==> src/rtl/btn_debounce_onepulse_if.sv <==
// Button conditioner signal bundle: raw button level in, clean level and
// single-cycle event strobes out.
interface btn_debounce_onepulse_if;
    logic btn_in;
    logic btn_level;
    logic btn_pulse;
    logic btn_repeat;

    // Upstream side: drives the raw button, consumes the conditioned outputs.
    modport master (
        output btn_in,
        input  btn_level,
        input  btn_pulse,
        input  btn_repeat
    );

    // Conditioner side.
    modport slave (
        input  btn_in,
        output btn_level,
        output btn_pulse,
        output btn_repeat
    );
endinterface

==> src/rtl/btn_debounce_onepulse.sv <==
// Push-button conditioner: 2-FF synchronizer, counter-based debounce FSM,
// one-pulse on accepted press and optional auto-repeat while held.
//
// state     | meaning
// ----------+---------------------------------------------------------------
// IDLE      | released and stable, waiting for a synchronized high sample
// PRESS_CHK | counting consecutive high samples before accepting a press
// HELD      | press accepted, level high, hold timer drives auto-repeat
// REL_CHK   | counting consecutive low samples before accepting a release
module btn_debounce_onepulse #(
    parameter int STABLE_CYCLES = 16,
    parameter int REPEAT_DELAY  = 64,
    parameter int REPEAT_PERIOD = 16,
    parameter int CNT_W         = 16
) (
    input  logic                    clk,
    input  logic                    rst_n,
    btn_debounce_onepulse_if.slave  bus
);

    typedef enum logic [1:0] {
        IDLE      = 2'd0,
        PRESS_CHK = 2'd1,
        HELD      = 2'd2,
        REL_CHK   = 2'd3
    } state_t;

    localparam logic [CNT_W-1:0] DEB_LAST   = CNT_W'(STABLE_CYCLES - 1);
    localparam logic [CNT_W-1:0] RPT_LAST   = CNT_W'(REPEAT_DELAY - 1);
    localparam logic [CNT_W-1:0] RPT_RELOAD = CNT_W'(REPEAT_DELAY - REPEAT_PERIOD);
    localparam logic [CNT_W-1:0] CNT_ONE    = CNT_W'(1);

    logic             s1, btn_s;
    state_t           state_q, state_d;
    logic [CNT_W-1:0] deb_q, deb_d;
    logic [CNT_W-1:0] hold_q, hold_d;
    logic             level_q, level_d;
    logic             pulse_q, pulse_d;
    logic             repeat_q, repeat_d;

    // Two-stage synchronizer for the asynchronous raw button input.
    always_ff @(posedge clk or negedge rst_n) begin
        if (!rst_n) begin
            s1    <= 1'b0;
            btn_s <= 1'b0;
        end else begin
            s1    <= bus.btn_in;
            btn_s <= s1;
        end
    end

    // State, counters and registered outputs.
    always_ff @(posedge clk or negedge rst_n) begin
        if (!rst_n) begin
            state_q  <= IDLE;
            deb_q    <= '0;
            hold_q   <= '0;
            level_q  <= 1'b0;
            pulse_q  <= 1'b0;
            repeat_q <= 1'b0;
        end else begin
            state_q  <= state_d;
            deb_q    <= deb_d;
            hold_q   <= hold_d;
            level_q  <= level_d;
            pulse_q  <= pulse_d;
            repeat_q <= repeat_d;
        end
    end

    // Next-state, counter and output decode; strobes default low so each
    // event lasts exactly one cycle.
    always_comb begin
        state_d  = state_q;
        deb_d    = deb_q;
        hold_d   = hold_q;
        level_d  = level_q;
        pulse_d  = 1'b0;
        repeat_d = 1'b0;

        case (state_q)
            IDLE: begin
                level_d = 1'b0;
                if (btn_s) begin
                    state_d = PRESS_CHK;
                    deb_d   = CNT_ONE;
                end
            end

            PRESS_CHK: begin
                level_d = 1'b0;
                if (!btn_s) begin
                    state_d = IDLE;
                    deb_d   = '0;
                end else if (deb_q == DEB_LAST) begin
                    state_d = HELD;
                    deb_d   = '0;
                    level_d = 1'b1;
                    pulse_d = 1'b1;
                    hold_d  = '0;
                end else begin
                    deb_d = deb_q + CNT_ONE;
                end
            end

            HELD: begin
                level_d = 1'b1;
                if (!btn_s) begin
                    // Hold timer freezes so a release bounce only delays
                    // the repeat cadence instead of restarting it.
                    state_d = REL_CHK;
                    deb_d   = CNT_ONE;
                end else if (REPEAT_DELAY != 0) begin
                    if (hold_q == RPT_LAST) begin
                        repeat_d = 1'b1;
                        hold_d   = RPT_RELOAD;
                    end else begin
                        hold_d = hold_q + CNT_ONE;
                    end
                end
            end

            REL_CHK: begin
                level_d = 1'b1;
                if (btn_s) begin
                    state_d = HELD;
                    deb_d   = '0;
                end else if (deb_q == DEB_LAST) begin
                    state_d = IDLE;
                    deb_d   = '0;
                    level_d = 1'b0;
                end else begin
                    deb_d = deb_q + CNT_ONE;
                end
            end

            default: begin
                state_d = IDLE;
                deb_d   = '0;
                hold_d  = '0;
                level_d = 1'b0;
            end
        endcase
    end

    assign bus.btn_level  = level_q;
    assign bus.btn_pulse  = pulse_q;
    assign bus.btn_repeat = repeat_q;

endmodule

==> src/flat_wrapper.sv <==
// flat-port wrapper written by rule: the top's interface ports become plain ports
module btn_debounce_onepulse_flat 
#(
    parameter int STABLE_CYCLES = 16,
    parameter int REPEAT_DELAY  = 64,
    parameter int REPEAT_PERIOD = 16,
    parameter int CNT_W         = 16
)
  (clk, rst_n, bus_btn_in, bus_btn_level, bus_btn_pulse, bus_btn_repeat);
  btn_debounce_onepulse_if bus_i ();
  input  logic clk;
  input  logic rst_n;
  input wire logic [$bits(bus_i.btn_in)-1:0] bus_btn_in;
  output wire logic [$bits(bus_i.btn_level)-1:0] bus_btn_level;
  output wire logic [$bits(bus_i.btn_pulse)-1:0] bus_btn_pulse;
  output wire logic [$bits(bus_i.btn_repeat)-1:0] bus_btn_repeat;
  assign bus_i.btn_in = bus_btn_in;
  assign bus_btn_level = bus_i.btn_level;
  assign bus_btn_pulse = bus_i.btn_pulse;
  assign bus_btn_repeat = bus_i.btn_repeat;
  btn_debounce_onepulse #(.STABLE_CYCLES(STABLE_CYCLES), .REPEAT_DELAY(REPEAT_DELAY), .REPEAT_PERIOD(REPEAT_PERIOD), .CNT_W(CNT_W)) u_core (.clk(clk), .rst_n(rst_n), .bus(bus_i));
endmodule
==> config.mk <==
export PLATFORM = sky130hd
export DESIGN_NAME = btn_debounce_onepulse_flat
export DESIGN_NICKNAME = d
export VERILOG_FILES = /design/src/rtl/btn_debounce_onepulse_if.sv /design/src/rtl/btn_debounce_onepulse.sv /design/src/flat_wrapper.sv
export SDC_FILE = /design/constraint.sdc
export NUM_CORES = 1
export LEC_CHECK = 0
export BUFFER_PORTS_ARGS = -buffer_cell sky130_fd_sc_hd__buf_2
export CORE_MARGIN = 1
export CORE_UTILIZATION = 50
export DETAILED_ROUTE_END_ITERATION = 7
export GPL_ROUTABILITY_DRIVEN = 0
export PLACE_DENSITY = 0.66
export SLEW_MARGIN = 25
export SYNTH_ARGS = -nofsm -noshare
export SYNTH_HDL_FRONTEND = slang
export SYNTH_SLANG_ARGS = --single-unit
==> constraint.sdc <==
create_clock -name clk -period 3.5 [get_ports clk]
set_clock_uncertainty 0.15 [all_clocks]
set_input_delay 0.35 -clock clk [delete_from_list [all_inputs] [get_ports clk]]
set_output_delay 0.35 -clock clk [all_outputs]
set_load 0.02 [all_outputs]
==> results of run 1 <==
## state kept, by name (all words and copies together) (netlist names), named ones only
signal	count
u_core.deb_q	16
u_core.hold_q	16
u_core.btn_s	1
u_core.bus.btn_level	1
u_core.bus.btn_pulse	1
u_core.bus.btn_repeat	1
u_core.s1	1
u_core.state_q	1
## final timing paths
| kind | depth (start not counted) | start | end |
|---|---|---|---|
| setup reg to reg | 4 | u_core.deb_q[14] | u_core.deb_q[3] |
| setup / recovery | 4 | u_core.deb_q[14] | u_core.deb_q[3] |
| min in group clk | 0 | u_core.s1 | u_core.btn_s |
| hold reg to reg | 0 | u_core.s1 | u_core.btn_s |
| max in group asynchronous | 1 | rst_n | u_core.hold_q[1] |
| hold / removal | 1 | rst_n | u_core.deb_q[7] |
## cells by family (layout without fill, tap and decap cells)
group / after synthesis / in the layout / synth area share (%)
AOI/OAI and AO/OA: 55 / 55 / 17.5
buffers and inverters: 29 / 29 / 6.60
adders and majority gates: 2 / 2 / 1.08
DFF: 39 / 39 / 42.2
and+or+nand+nor: 104 / 104 / 29.1
muxes: 6 / 6 / 2.76
xor gates and xnor gates: 2 / 2 / 0.757
## cells in the final DEF, fill, tap and decap left out, types with 3 or more instances in the layout
master	n
sky130_fd_sc_hd__or4b_1	6
sky130_fd_sc_hd__buf_2	5
sky130_fd_sc_hd__nor4_1	6
sky130_fd_sc_hd__and3_1	6
sky130_fd_sc_hd__nor2_1	9
sky130_fd_sc_hd__and2_1	3
sky130_fd_sc_hd__o21a_1	3
sky130_fd_sc_hd__a22o_1	3
sky130_fd_sc_hd__buf_4	3
sky130_fd_sc_hd__nand2_1	14
sky130_fd_sc_hd__and4_1	6
sky130_fd_sc_hd__nand4_1	19
sky130_fd_sc_hd__mux2i_1	3
sky130_fd_sc_hd__mux2_2	3
sky130_fd_sc_hd__inv_1	14
sky130_fd_sc_hd__nand2b_1	3
sky130_fd_sc_hd__dfrtp_1	39
sky130_fd_sc_hd__o21ai_0	4
sky130_fd_sc_hd__clkbuf_8	5
sky130_fd_sc_hd__o211ai_1	16
sky130_fd_sc_hd__a31oi_1	12
sky130_fd_sc_hd__nand3_1	11
## worst max-delay path: stages (launching register included)
cell	delay [ps]
sky130_fd_sc_hd__dfrtp_1	400
sky130_fd_sc_hd__nor4_1	580
sky130_fd_sc_hd__nand4_1	560
sky130_fd_sc_hd__a31o_2	370
sky130_fd_sc_hd__a22o_1	220
## power groups by stage
stage	combinational (mW)	sequential (mW)	clock [mW]
floorplan	0.0263	0.471	0
global placement	0.0382	0.474	0
detailed placement	0.0397	0.474	0
CTS	0.0400	0.465	0.286
global route	0.0464	0.467	0.303
finish	0.0400	0.466	0.277
## area by class of cell
class | instances | share of cell area, %
multi-input cells | 169 | 49.2
clock buffers | 6 | 3.01
flip-flops and latches | 39 | 40.5
repair buffers | 9 | 2.39
well taps | 52 | 2.70
inverters | 14 | 2.18
## metal layers
metal	part of all wire (%)	track usage (%)
met5	0	0
met4	2.3	9.11
met3	5.0	4.76
met2	42	31.5
met1	50	34.7
## metrics by stage
step                      util [%]  area (um2)
after CTS                     54.3        2400
final                         54.6        2410
after global placement        52.7        2330
after global routing          54.6        2410
after detailed placement      52.7        2330
after floorplan                  -        2310
## what timing repair did
action / 4_1_cts / 5_1_grt
endpoints found under the hold margin: 0 / 1
resized for setup: 0 / 0
hold buffers: 0 / 1
==> insert_results.sql, run 1 <==
INSERT INTO impl_metrics (metric_group, metric, value, unit) VALUES
('placed_design', 'post_place_setup_slack', '1130', 'ps'),
('worst_setup_path', 'cp_data_required_time', '3530', 'ps'),
('routing', 'post-route-drc-count', '0', ''),
('synth', 'synth_area_leaders', 'sky130_fd_sc_hd__dfrtp_1 42%, sky130_fd_sc_hd__o211ai_1 5.2%, sky130_fd_sc_hd__nand4_1 5.1%', ''),
('placed_design', 'dpl.cell_count', '282', ''),
('clock_tree', 'cts_tree', 'built', ''),
('synth', 'post_synth_inst_count', '237', ''),
('synth', 'post-synth-top-count-cell', 'sky130_fd_sc_hd__dfrtp_1', ''),
('synth', 'synth_largest_area_cell', 'sky130_fd_sc_hd__dfrtp_1', ''),
('finish', 'nFillCells', '403', ''),
('sta', 'post-route-period-util', '68.0', '%'),
('routing', 'drtIter0Drc', '179', ''),
('synth', 'mappedNetlistArea', '2310', 'um2'),
('finish', 'n_antenna_cell', '0', ''),
('worst_setup_path', 'worstSetupPathType', 'register to register', ''),
('synth', 'async_flop_share', '100', '%'),
('synth', 'count_of_flip_flops_with_a_built_in_enable_after_synthesis', '0', ''),
('power', 'leakagePower', '1.00', 'nW'),
('run', 'cap_viol_max_count', '0', ''),
('synth', 'post_synth_most_frequent_cells', '39 x sky130_fd_sc_hd__dfrtp_1, 19 x sky130_fd_sc_hd__nand4_1, 16 x sky130_fd_sc_hd__o211ai_1', ''),
('sta', 'finalHoldViolCount', '0', ''),
('placed_design', 'hpwl', '3.47', 'mm'),
('routing', 'vias_per_cell', '6.66', ''),
('global_routing', 'grt_overflow', '0', ''),
('die', 'rows', '24', ''),
('sta', 'finalWorstPathRequiredPeriod', '2380', 'ps'),
('sta', 'report.final.setup_viol', '0', ''),
('finish', 'area_growth_syn_to_layout', '4.11', '%'),
('synth', 'yosys_warnings', '0', ''),
('clock_tree', 'root_driver', 'sky130_fd_sc_hd__clkbuf_8', ''),
('global_routing', 'first_global_vias', '1783', ''),
('worst_setup_path', 'cp.arrival', '2410', 'ps'),
('die', 'floorplan.initialDensity', '52.4', '%'),
('global_routing', 'grt_pass1_wl', '8.80', 'mm'),
('routing', 'drtPass1Iterations', '4', ''),
('power', 'sw_ratio', '23.0', '%'),
('worst_setup_path', 'crit_path_max_fanout', '11', ''),
('routing', 'drt-total-wl', '5.07', 'mm'),
('die', 'die_width', '70.0', 'um'),
('worst_setup_path', 'setup.reg_to_reg.worst_slack', '1120', 'ps'),
('synth', 'yosysSeqAreaShare', '42.2', '%'),
('die', 'floorplan.core_area', '4410', 'um2'),
('synth', 'post-synth-top-area-fraction', '42.2', '%'),
('sta', 'final-max-slew-violation-count', '0', ''),
('power', 'net_switching_power_figure', '180', 'uW'),
('sta', 'max_freq', '420', 'MHz'),
('clock_tree', 'clk-insertion-delay-late', '290', 'ps'),
('power', 'pwr_density_cell', '325', 'nW/um2'),
('finish', 'final_cell_count_no_fill', '289', ''),
('synth', 'syn-num-nets', '242', ''),
('power', 'p_int', '602', 'uW'),
('die', 'io_pins', '6', ''),
('finish', 'seqCellArea', '976', 'um2'),
('finish', 'num-nets-final', '243', ''),
('outcome', 'status', 'finished clean', ''),
('clock_tree', 'post-cts-setup-buffer-count', '0', ''),
('finish', 'multiInputGateArea', '1180', 'um2'),
('clock_tree', 'cts-buffers-inserted', '5', ''),
('power', 'power.share.clock', '35.4', '%'),
('global_routing', 'grt_max_degree', '40', ''),
('synth', 'ys_dominant_reg_cell', 'sky130_fd_sc_hd__dfrtp_1', ''),
('sta', 'fin_worst_hold_slack', '21.8', 'ps'),
('sta', 'setup_tns', '0', 'ps'),
('clock_tree', 'clkSinkCount', '39', ''),
('sta', 'max_slew.worst_pin.slew', '862', 'ps'),
('hold_path', 'min_path_type', 'primary input to async pin', ''),
('power', 'peak_ir_drop_on_the_vdd_network', '0.000231', 'V'),
('die', 'fp.dieH', '70.0', 'um'),
('global_routing', 'number_of_antenna_violations_at_the_first_check_in_global_routing', '0', ''),
('worst_setup_path', 'crit_path_start_kind', 'register', ''),
('synth', 'yosys_register_bits', '39', '');
Power figures use the tool's default switching activity.
==> run 2, diff against run 1 <==
- PLACE_DENSITY: 0.66 -> 0.69
- clock period: 3.5 -> 2.18 ns (I/O delays scaled with it)
==> run 2 against run 1 <==
Against the previous run:
- combinational power increased by 110%
- worst setup slack got worse by 990 ps
- critical path depth increased by 1
- count of clock-buffer cells in the layout increased by 1
- wire length increased by 0.87%
- non-clock buffer count increased by 17
- highest routed layer unchanged
- utilization increased by 3.1 points
- via count increased by 1.2%
- die area unchanged
- register-to-register slack got worse by 990 ps
- design area increased by 5.8%
- maximum frequency increased by 16%
==> insert_results.sql, run 2 (synthesized netlist as in run 1, its figures left out) <==
INSERT INTO impl_metrics (metric_group, metric, value, unit) VALUES
('outcome', 'status', 'finished clean', ''),
('clock_tree', 'worst_setup_hold_path_clk_slew', '80', 'ps'),
('die', 'die_width', '70.0', 'um'),
('clock_tree', 'ctsLongestPathBuffers', '2', ''),
('worst_setup_path', 'r2r_end', 'u_core.deb_q[14]', ''),
('clock_tree', 'cts-buffers-inserted', '5', ''),
('power', 'leakagePower', '1.09', 'nW'),
('finish', 'mostFrequentLayoutCell', 'sky130_fd_sc_hd__dfrtp_1', ''),
('worst_setup_path', 'critical_path.max_stage_delay', '590', 'ps'),
('worst_setup_path', 'critical_path.endpoint', 'u_core.deb_q[14]', ''),
('power', 'fin_total_pwr', '1.30', 'mW'),
('die', 'rows', '24', ''),
('finish', 'final_cell_count_no_fill', '308', ''),
('clock_tree', 'cts_tree', 'built', ''),
('worst_setup_path', 'cp.arrival', '2110', 'ps'),
('clock_tree', 'cts_max_level', '2', ''),
('run', 'cap_viol_max_count', '0', ''),
('worst_setup_path', 'setup.worst_path.start', 'u_core.deb_q[1]', ''),
('power', 'pwr_density_cell', '511', 'nW/um2'),
('routing', 'route.vias.total', '1947', ''),
('sta', 'max_slew.worst_pin.slew', '529', 'ps'),
('routing', 'drt.antenna.violating_nets', '0', ''),
('worst_setup_path', 'cell_at_the_slowest_stage_of_the_critical_path', 'sky130_fd_sc_hd__or4_4', ''),
('sta', 'setup_tns', '0', 'ps'),
('routing', 'drtIter0Drc', '159', ''),
('global_routing', 'number_of_antenna_violations_at_the_first_check_in_global_routing', '0', ''),
('routing', 'vias_per_cell', '6.32', ''),
('worst_setup_path', 'crit_chain', 'ha_1, nand3_2, or4_4, o41a_1, a31oi_1', ''),
('routing', 'wire_length_per_cell', '16.6', 'um'),
('global_routing', 'first_global_vias', '1793', ''),
('worst_setup_path', 'cp_data_required_time', '2240', 'ps'),
('sta', 'finalWorstPathRequiredPeriod', '2050', 'ps'),
('sta', 'report.final.setup_viol', '0', ''),
('clock_tree', 'root_driver', 'sky130_fd_sc_hd__clkbuf_8', ''),
('sta', 'post-route-period-util', '94.0', '%'),
('routing', 'drtPass1Iterations', '4', ''),
('finish', 'most-common-layout-cells', '39 x sky130_fd_sc_hd__dfrtp_1, 19 x sky130_fd_sc_hd__nand4_1, 19 x sky130_fd_sc_hd__buf_4', ''),
('hold_path', 'min_path_type', 'register to register', ''),
('worst_setup_path', 'endpoint_kind', 'register', ''),
('finish', 'n_antenna_cell', '0', ''),
('sta', 'final-max-slew-violation-count', '0', ''),
('die', 'fp.dieH', '70.0', 'um'),
('worst_setup_path', 'crit_path_start_kind', 'register', ''),
('worst_setup_path', 'crit_path_max_fanout', '5', ''),
('clock_tree', 'clkSinkCount', '39', ''),
('worst_setup_path', 'worstSetupPathType', 'register to register', ''),
('finish', 'final_layout_size_suffix_gt1_share', '19.5', '%'),
('finish', 'num-nets-final', '260', ''),
('die', 'io_pins', '6', ''),
('finish', 'final_core_util', '57.7', '%'),
('finish', 'largest_registers', 'u_core.deb_q (16), u_core.hold_q (16)', ''),
('global_routing', 'grt_pass1_wl', '8.65', 'mm'),
('finish', 'area_growth_syn_to_layout', '10.1', '%'),
('sta', 'finalHoldViolCount', '0', ''),
('power', 'peak_ir_drop_on_the_vdd_network', '0.000304', 'V'),
('worst_setup_path', 'worst_r2r_startpoint', 'u_core.deb_q[1]', ''),
('routing', 'drt-total-wl', '5.12', 'mm'),
('placed_design', 'port_buffers', '5', ''),
('global_routing', 'grt_overflow', '0', ''),
('clock_tree', 'clk-insertion-delay-late', '290', 'ps'),
('sta', 'timing.slew.headroom', '64.6', '%'),
('hold_path', 'holdPathStages', '0', ''),
('die', 'floorplan.initialDensity', '52.4', '%'),
('die', 'floorplan.core_area', '4410', 'um2'),
('placed_design', 'hpwl', '3.54', 'mm'),
('routing', 'post-route-drc-count', '0', ''),
('die', 'dieArea', '4900', 'um2'),
('sta', 'rsz0062_at_grt', 'false', ''),
('global_routing', 'grt_max_degree', '22', ''),
('placed_design', 'dpl.cell_count', '298', ''),
('worst_setup_path', 'worst_r2r_path_depth', '5', ''),
('global_routing', 'grt_util_all_layers', '22.7', '%'),
('sta', 'fin_worst_hold_slack', '208', 'ps'),
('sta', 'max_freq', '488', 'MHz'),
('worst_setup_path', 'setup.reg_to_reg.worst_slack', '130', 'ps');
-- run 2: changes by cell type in the layout (fill, tap and decap cells not counted), sizes merged --
cell,previous run,this run
clkinv,0,1
buf,8,24
dlygate4sd3,1,2
clkbuf,6,7
-- run 2: layout make-up --
cell class | instances | area, um2
Fill cell | 381 | 1870
Multi-Input combinational cell | 169 | 1180
Sequential cell | 39 | 976
Timing Repair Buffer | 26 | 188
Clock buffer | 7 | 76.3
Tap cell | 52 | 65.1
Inverter | 14 | 52.6
Clock inverter | 1 | 5.00
-- run 2: report_power, final --
part / switching, mW / total (mW) / internal (mW) / leakage (nW)
Sequential: 0.00894 / 0.741 / 0.732 / 0.535
Clock: 0.252 / 0.477 / 0.225 / 0.0422
Combinational: 0.0508 / 0.0834 / 0.0325 / 0.508
Total: 0.312 / 1.30 / 0.989 / 1.09
-- run 2: through the flow --
stage	setup WS [ps]	instance area (um2)
after floorplan	167	2310
after global placement	191	2450
after detailed placement	170	2450
after CTS	130	2550
after global routing	48.7	2550
final	130	2550
-- run 2: worst max-delay path, delay by kind of cell, from the launching register on --
kind / cells / cell delay [ps]
AND/OR/NAND/NOR: 2 / 710
AO/OA/AOI/OAI: 2 / 520
adder cells (fa/ha/maj): 1 / 230
flip-flops: 1 / 360
-- run 2: how the worst min path moves through the flow --
stage / startpoint / endpoint / slack (ps)
3_5_place_dp: rst_n / u_core.deb_q[8] / 60
6_report: u_core.s1 / u_core.btn_s / 210
4_1_cts: u_core.s1 / u_core.btn_s / 210
5_1_grt: u_core.s1 / u_core.btn_s / 220
2_1_floorplan: rst_n / async pin / -230
3_3_place_gp: rst_n / u_core.deb_q[8] / 60
-- run 2: repair_timing --
item / CTS / global route
buffers inserted: 0 / 0
endpoints found under the setup margin: 0 / 0
gates resized for setup: 0 / 0
hold buffers: 2 / 0
endpoints found under the hold margin: 20 / 0
-- run 2: layer usage --
metal	global-route usage [%]	vias up	wire length [um]	part of all wire (%)
met4	8.00	0	53	1.0
met5	0	-	0	0
met2	30.9	58	2110	41
li1	-	961	-	-
met3	5.63	4	294	5.7
met1	34.8	924	2660	52
